===== src/rtl/uart_serialize_if.sv =====
// Byte handshake bundle between the packet source and the UART transmit serializer.
// Latency: none, wires only.
// Backpressure: a byte moves on an edge where tx_valid && tx_ready.
// Ports: tx_data (byte), tx_valid (source has a byte), tx_ready (serializer FIFO has room).
// master = packet source side, slave = serializer side.
interface uart_serialize_if;
    logic [7:0] tx_data;
    logic       tx_valid;
    logic       tx_ready;

    modport master (
        output tx_data,
        output tx_valid,
        input  tx_ready
    );

    modport slave (
        input  tx_data,
        input  tx_valid,
        output tx_ready
    );
endinterface


===== src/rtl/uart_serialize.sv =====
// UART transmit serializer: byte FIFO feeding a frame shifter (start 1, 8 data LSB first, even-XOR parity, stop 0).
// Latency: a byte pushed into an empty FIFO while idle drives its start bit one clk_baud edge later.
// Backpressure: tx_ready drops while the FIFO holds DEPTH bytes; frames are contiguous while the FIFO is non-empty.
// Ports: clk_baud (bit clock), rst (sync, active high), tx (uart_serialize_if.slave byte handshake),
//        uart_stream (registered serial line, idles at 0), busy (a frame bit is on the line),
//        fifo_count (bytes queued).
// Optional macro UART_TX_PARITY_ERR_INJECT_EN: adds err_inject; when high on the pop edge the
// frame's parity bit is inverted.
module uart_serialize #(
    parameter int DEPTH    = 4,
    parameter int GAP_BITS = 0
) (
    input  logic                   clk_baud,
    input  logic                   rst,
`ifdef UART_TX_PARITY_ERR_INJECT_EN
    input  logic                   err_inject,
`endif
    uart_serialize_if.slave        tx,
    output logic                   uart_stream,
    output logic                   busy,
    output logic [$clog2(DEPTH):0] fifo_count
);

    localparam int AW = $clog2(DEPTH);
    localparam int CW = AW + 1;

    // START has no cycle of its own: the start bit is driven on the IDLE->DATA edge.
    typedef enum logic [2:0] {
        IDLE,
        START,
        DATA,
        PARITY,
        STOP,
        GAP
    } state_t;

    logic [7:0]    mem [DEPTH];
    logic [AW-1:0] wr_ptr;
    logic [AW-1:0] rd_ptr;
    logic [CW-1:0] count;
    logic          push;
    logic          pop;
    logic [7:0]    head;
    logic          inj;

    state_t        state;
    logic [7:0]    shift;
    logic          par;
    logic [2:0]    bit_idx;
    logic [3:0]    gap_cnt;

`ifdef UART_TX_PARITY_ERR_INJECT_EN
    assign inj = err_inject;
`else
    assign inj = 1'b0;
`endif

    // Ready depends on the stored count only, so a pop on the same edge
    // never opens a full FIFO; it is also held low throughout reset.
    assign tx.tx_ready = !rst && (count != CW'(DEPTH));
    assign push        = tx.tx_valid && tx.tx_ready;
    assign pop         = (state == IDLE) && (count != '0);
    assign head        = mem[rd_ptr];
    assign fifo_count  = count;

    always_ff @(posedge clk_baud) begin
        if (push) begin
            mem[wr_ptr] <= tx.tx_data;
        end
    end

    // Pointers are AW bits wide and DEPTH is a power of two, so they wrap by overflow.
    always_ff @(posedge clk_baud) begin
        if (rst) begin
            wr_ptr <= '0;
            rd_ptr <= '0;
            count  <= '0;
        end else begin
            if (push) begin
                wr_ptr <= wr_ptr + 1'b1;
            end
            if (pop) begin
                rd_ptr <= rd_ptr + 1'b1;
            end
            case ({push, pop})
                2'b10:   count <= count + 1'b1;
                2'b01:   count <= count - 1'b1;
                default: count <= count;
            endcase
        end
    end

    // busy mirrors "a frame bit was driven at this edge", so it stays high
    // through the stop bit and every gap bit.
    always_ff @(posedge clk_baud) begin
        if (rst) begin
            state       <= IDLE;
            shift       <= '0;
            par         <= 1'b0;
            bit_idx     <= '0;
            gap_cnt     <= '0;
            uart_stream <= 1'b0;
            busy        <= 1'b0;
        end else begin
            case (state)
                IDLE: begin
                    uart_stream <= 1'b0;
                    busy        <= 1'b0;
                    if (pop) begin
                        shift       <= head;
                        par         <= (^head) ^ inj;
                        bit_idx     <= '0;
                        uart_stream <= 1'b1;
                        busy        <= 1'b1;
                        state       <= DATA;
                    end
                end
                DATA: begin
                    uart_stream <= shift[bit_idx];
                    busy        <= 1'b1;
                    bit_idx     <= bit_idx + 1'b1;
                    if (bit_idx == 3'd7) begin
                        state <= PARITY;
                    end
                end
                PARITY: begin
                    uart_stream <= par;
                    busy        <= 1'b1;
                    state       <= STOP;
                end
                STOP: begin
                    uart_stream <= 1'b0;
                    busy        <= 1'b1;
                    gap_cnt     <= '0;
                    if (GAP_BITS > 0) begin
                        state <= GAP;
                    end else begin
                        state <= IDLE;
                    end
                end
                GAP: begin
                    // One edge per gap bit; the last one hands back to IDLE so the
                    // next start lands GAP_BITS edges after the stop bit.
                    uart_stream <= 1'b0;
                    busy        <= 1'b1;
                    gap_cnt     <= gap_cnt + 1'b1;
                    if (gap_cnt == 4'(GAP_BITS - 1)) begin
                        state <= IDLE;
                    end
                end
                default: begin
                    uart_stream <= 1'b0;
                    busy        <= 1'b0;
                    state       <= IDLE;
                end
            endcase
        end
    end

endmodule

===== src/flat_wrapper.sv =====
// flat-port wrapper written by rule: the top's interface ports become plain ports
module uart_serialize_flat 
#(
    parameter int DEPTH    = 4,
    parameter int GAP_BITS = 0
)
  (clk_baud, rst, uart_stream, busy, fifo_count, tx_tx_data, tx_tx_valid, tx_tx_ready);
  uart_serialize_if tx_i ();
  input  logic clk_baud;
  input  logic rst;
  output logic uart_stream;
  output logic busy;
  output logic [$clog2(DEPTH):0] fifo_count;
  input wire logic [$bits(tx_i.tx_data)-1:0] tx_tx_data;
  input wire logic [$bits(tx_i.tx_valid)-1:0] tx_tx_valid;
  output wire logic [$bits(tx_i.tx_ready)-1:0] tx_tx_ready;
  assign tx_i.tx_data = tx_tx_data;
  assign tx_i.tx_valid = tx_tx_valid;
  assign tx_tx_ready = tx_i.tx_ready;
  uart_serialize #(.DEPTH(DEPTH), .GAP_BITS(GAP_BITS)) u_core (.clk_baud(clk_baud), .rst(rst), .tx(tx_i), .uart_stream(uart_stream), .busy(busy), .fifo_count(fifo_count));
endmodule

===== config.mk =====
export PLATFORM = sky130hd
export DESIGN_NAME = uart_serialize_flat
export DESIGN_NICKNAME = d
export VERILOG_FILES = /design/src/rtl/uart_serialize_if.sv /design/src/rtl/uart_serialize.sv /design/src/flat_wrapper.sv
export SDC_FILE = /design/constraint.sdc
export NUM_CORES = 1
export LEC_CHECK = 0
export ABC_AREA = 0
export BUFFER_PORTS_ARGS = -buffer_cell sky130_fd_sc_hd__buf_4
export CAP_MARGIN = 20
export CORE_MARGIN = 1.5
export CORE_UTILIZATION = 60
export CTS_CLUSTER_DIAMETER = 100
export DETAILED_ROUTE_END_ITERATION = 10
export PLACE_DENSITY = 0.87
export REMOVE_ABC_BUFFERS = 1
export SYNTH_ARGS = -nofsm -noshare
export SYNTH_HDL_FRONTEND = slang
export SYNTH_SLANG_ARGS = --single-unit
export TNS_END_PERCENT = 50

===== constraint.sdc =====
create_clock -name clk_baud -period 4.05 [get_ports clk_baud]
set_input_delay 0.6075 -clock clk_baud [delete_from_list [all_inputs] [get_ports clk_baud]]
set_output_delay 0.6075 -clock clk_baud [all_outputs]
set_load 0.1 [all_outputs]

==> results.md <==
- Overall routing resource usage: between 20% and 30%
- CP arrival: about 3000 ps
- Cell Pwr Density: about 770 nW/µm²
- Wire length per cell: 15.2 µm
- Clock sink total: 62
- RSZ-0062 raised after global routing: false
- WP data required: around 4300 ps
- Relative slew margins: between 40% and 50%
- Row count: 23
- Number of flops mapped to enable cells by yosys: 32
- CP startpoint kind: register
- DP Cell Count: 257
- Cells after Synth: 201
- DR iter-0 viols: 91
- Commonest non-fill, non-tap cell in the layout: edfxtp_1
- M1 wire length: 1810 µm
- Grt ovf: 0
- R2R depth: 8
- Nets: around 240
- Vias: about 1.5k
- Setup slack at placement: ~1400 ps
- HP Class: register to register
- Clock root buffer: clkbuf_8
- Worst r2r src: u_core.state[2]
- Core Area: between 4000 and 5000 µm²
- Die X: roughly 68 µm
- Skew final: about 6.2 ps
- Max Cap Violations: 0
- Total power: 2.25 mW
- Peak supply drop: between 300 and 400 µV
- Setup tns final: 0 ps
- Slowest-stage cell, CP: or4_1
- Setup bufs post-CTS: 0
- RR Endpoint: u_core.fifo_count[2]
- Clk slew on worst S/H paths: around 60 ps
- WP depth: 8
- Full die area: about 4700 µm²
- F_max: 367 MHz
- Number of global-route vias before repair: about 1.5k
- Yosys cell types: 37
- Initial Utilization: 63.1%
- CTS tree: done
- Largest net degree at the start of global routing: 31
- Gpl congestion: between 0.7 and 0.8
- CTS buffer count: 9
- Sequential-to-total area share from yosys stat: between 60% and 70%
- Final-layout fill cell count: 281
- Post-Syn Area: ~2600 µm²
- Top_reg_cell synth: edfxtp_1
- Most frequent cells in the layout: 32 x edfxtp_1, 30 x dfxtp_1, 22 x nand2_1
- Max incr delay on CP: approximately 730 ps
- Met2 wire length: 2090 µm
- Final Non-Filler Cells: 272
- Status: complete, no violations
- Port Buffers: 16
- Antenna cells: 0
- Average vias per placed instance: around 5.7
- Initial DRT Pass Iterations: 5
- Post-route ant nets: 0
- Highest metal used: met4
- WS Path Type: register to register
- First-pass GRT wire length: approximately 6700 µm
- Final setup viols: 0
- Reg2reg setup slack: 1320 ps
- Pins Over Slew Limit: 0
- Post-DP HPWL: 2750 µm
- H-tree Lvls: 3
- Period utilisation layout: slightly below 70%
- CP Max Fanout: 13
- Initial antenna violation count: 0
- Layout cells sized above 1: approximately 18%
- CP cell instances: or4_1, inv_2, ha_1, inv_1, fa_1, xor2_1, or3_1, a21oi_1
- Wirelength, routed: a little over 4000 µm
- Hold-fix buffers at CTS: 0
- Clk_lat worst skew: around 330 ps
- Min-Delay Path Depth: 2
- Post-Syn Area per Cell: 12.7 µm²
- Drc violations: 0
- Clock buffer depth: 2
- Cell family with most CP delay: simple AND/OR/NAND/NOR gates
- Critical Path End Type: register
- Met3 wire length: about 140 µm
- Worst-Margin Slew: 771 ps
- Die Ht: ~70 µm
- IO Pins: 17
- Share of synthesized registers carrying an async set or reset: 0%
- Hold Path End: u_core.shift[3]
- Warnings from Yosys: 0
- Tmin final: 2730 ps
- Yosys reg bits: just over 60
- Pleak: 1.05 nW
- Cts repair resizes: 0
- Hold path start: u_core.shift[3]
- Critical path buffer and inverter count: 2
- Area growth syn-to-layout: 13.8%
- Final hold vios: 0
- PnR worst setup slack: approximately 1300 ps
[final cells by class]
type / count / area [µm²] / area share, %
Timing Repair Buffer: 16 / 120 / 4.12
Clock buffer: 9 / 124 / 4.25
Clock inverter: 6 / 101 / 3.48
Inverter: 8 / 30.0 / 1.03
Multi-Input combinational cell: 121 / 913 / 31.4
Sequential cell: 62 / 1560 / 53.6
Tap cell: 50 / 62.6 / 2.15
[where the power goes]
part           switching [mW]  internal, mW  leakage (nW)
registers              0.0942         0.760         0.536
clock network           0.215         0.399         0.112
logic                   0.480         0.303         0.401
[cell usage after synthesis, types with 3 or more instances]
| cell type | count | share of area, % |
|---|---|---|
| xnor2_1 | 9 | 3.1 |
| a21oi_1 | 14 | 2.7 |
| clkbuf_1 | 4 | 0.59 |
| nor3_1 | 5 | 0.98 |
| buf_2 | 3 | 0.59 |
| nand2_1 | 22 | 3.2 |
| mux4_2 | 10 | 8.8 |
| and3_1 | 4 | 0.98 |
| a31oi_1 | 3 | 0.73 |
| inv_1 | 7 | 1.0 |
| edfxtp_1 | 32 | 38 |
| ha_1 | 8 | 3.9 |
| nor2_1 | 20 | 2.9 |
| xor2_1 | 3 | 1.0 |
| dfxtp_1 | 30 | 23 |
[sequential cells by signal, summed over array words and instances, names as in the netlist, 2 cells and up, named ones only]
name / cells
u_core.state: 3
u_core.wr_ptr: 2
u_core.shift: 8
u_core.fifo_count: 3
u_core.rd_ptr: 2
u_core.mem: 32
u_core.bit_idx: 3
u_core.gap_cnt: 4
[stage by stage]
stage,utilization (%),instance area [µm²],hold WS (ps)
after global routing,71.8,2910,464
after CTS,71.8,2910,457
after global placement,66.2,2690,442
after detailed placement,66.2,2690,448
final,71.8,2910,454
after floorplan,-,2500,427
[how the worst max path moves through the flow]
stage / startpoint / endpoint / slack, ps
6_report: u_core.state[2] / u_core.fifo_count[2] / 1320
5_1_grt: u_core.fifo_count[2] / u_core.fifo_count[2] / 1130
4_1_cts: u_core.fifo_count[0] / u_core.fifo_count[2] / 1330
3_5_place_dp: u_core.fifo_count[0] / u_core.fifo_count[2] / 1360
3_3_place_gp: u_core.state[2] / u_core.fifo_count[2] / 1460
2_1_floorplan: u_core.fifo_count[1] / u_core.fifo_count[2] / -370
[routing by layer]
layer,track usage (%),vias to the layer above
met5,0,-
met4,10.5,0
met3,6.41,12
met2,36.0,32
met1,23.5,742
li1,-,755
[kinds of logic (layout without fill, tap and decap cells)]
logic type	Yosys count	after routing	synth area share, %
flops	62	62	61.0
simple gates	60	60	10.3
compound gates	27	27	6.55
buf+inv	18	39	3.28
mux	13	13	10.0
xor+xnor	12	12	4.11
fa+ha+maj	9	9	4.69
[worst register-to-register path: cells and delay by family, from the launching register on]
kind	cells	cell delay [ps]
DFF	1	400
adders and majority gates	2	590
buffers and inverters	2	310
and+or+nand+nor	2	1040
xor gates and xnor gates	1	160
AOI/OAI and AO/OA	1	150
No activity file was read; power rests on OpenSTA's default activity.
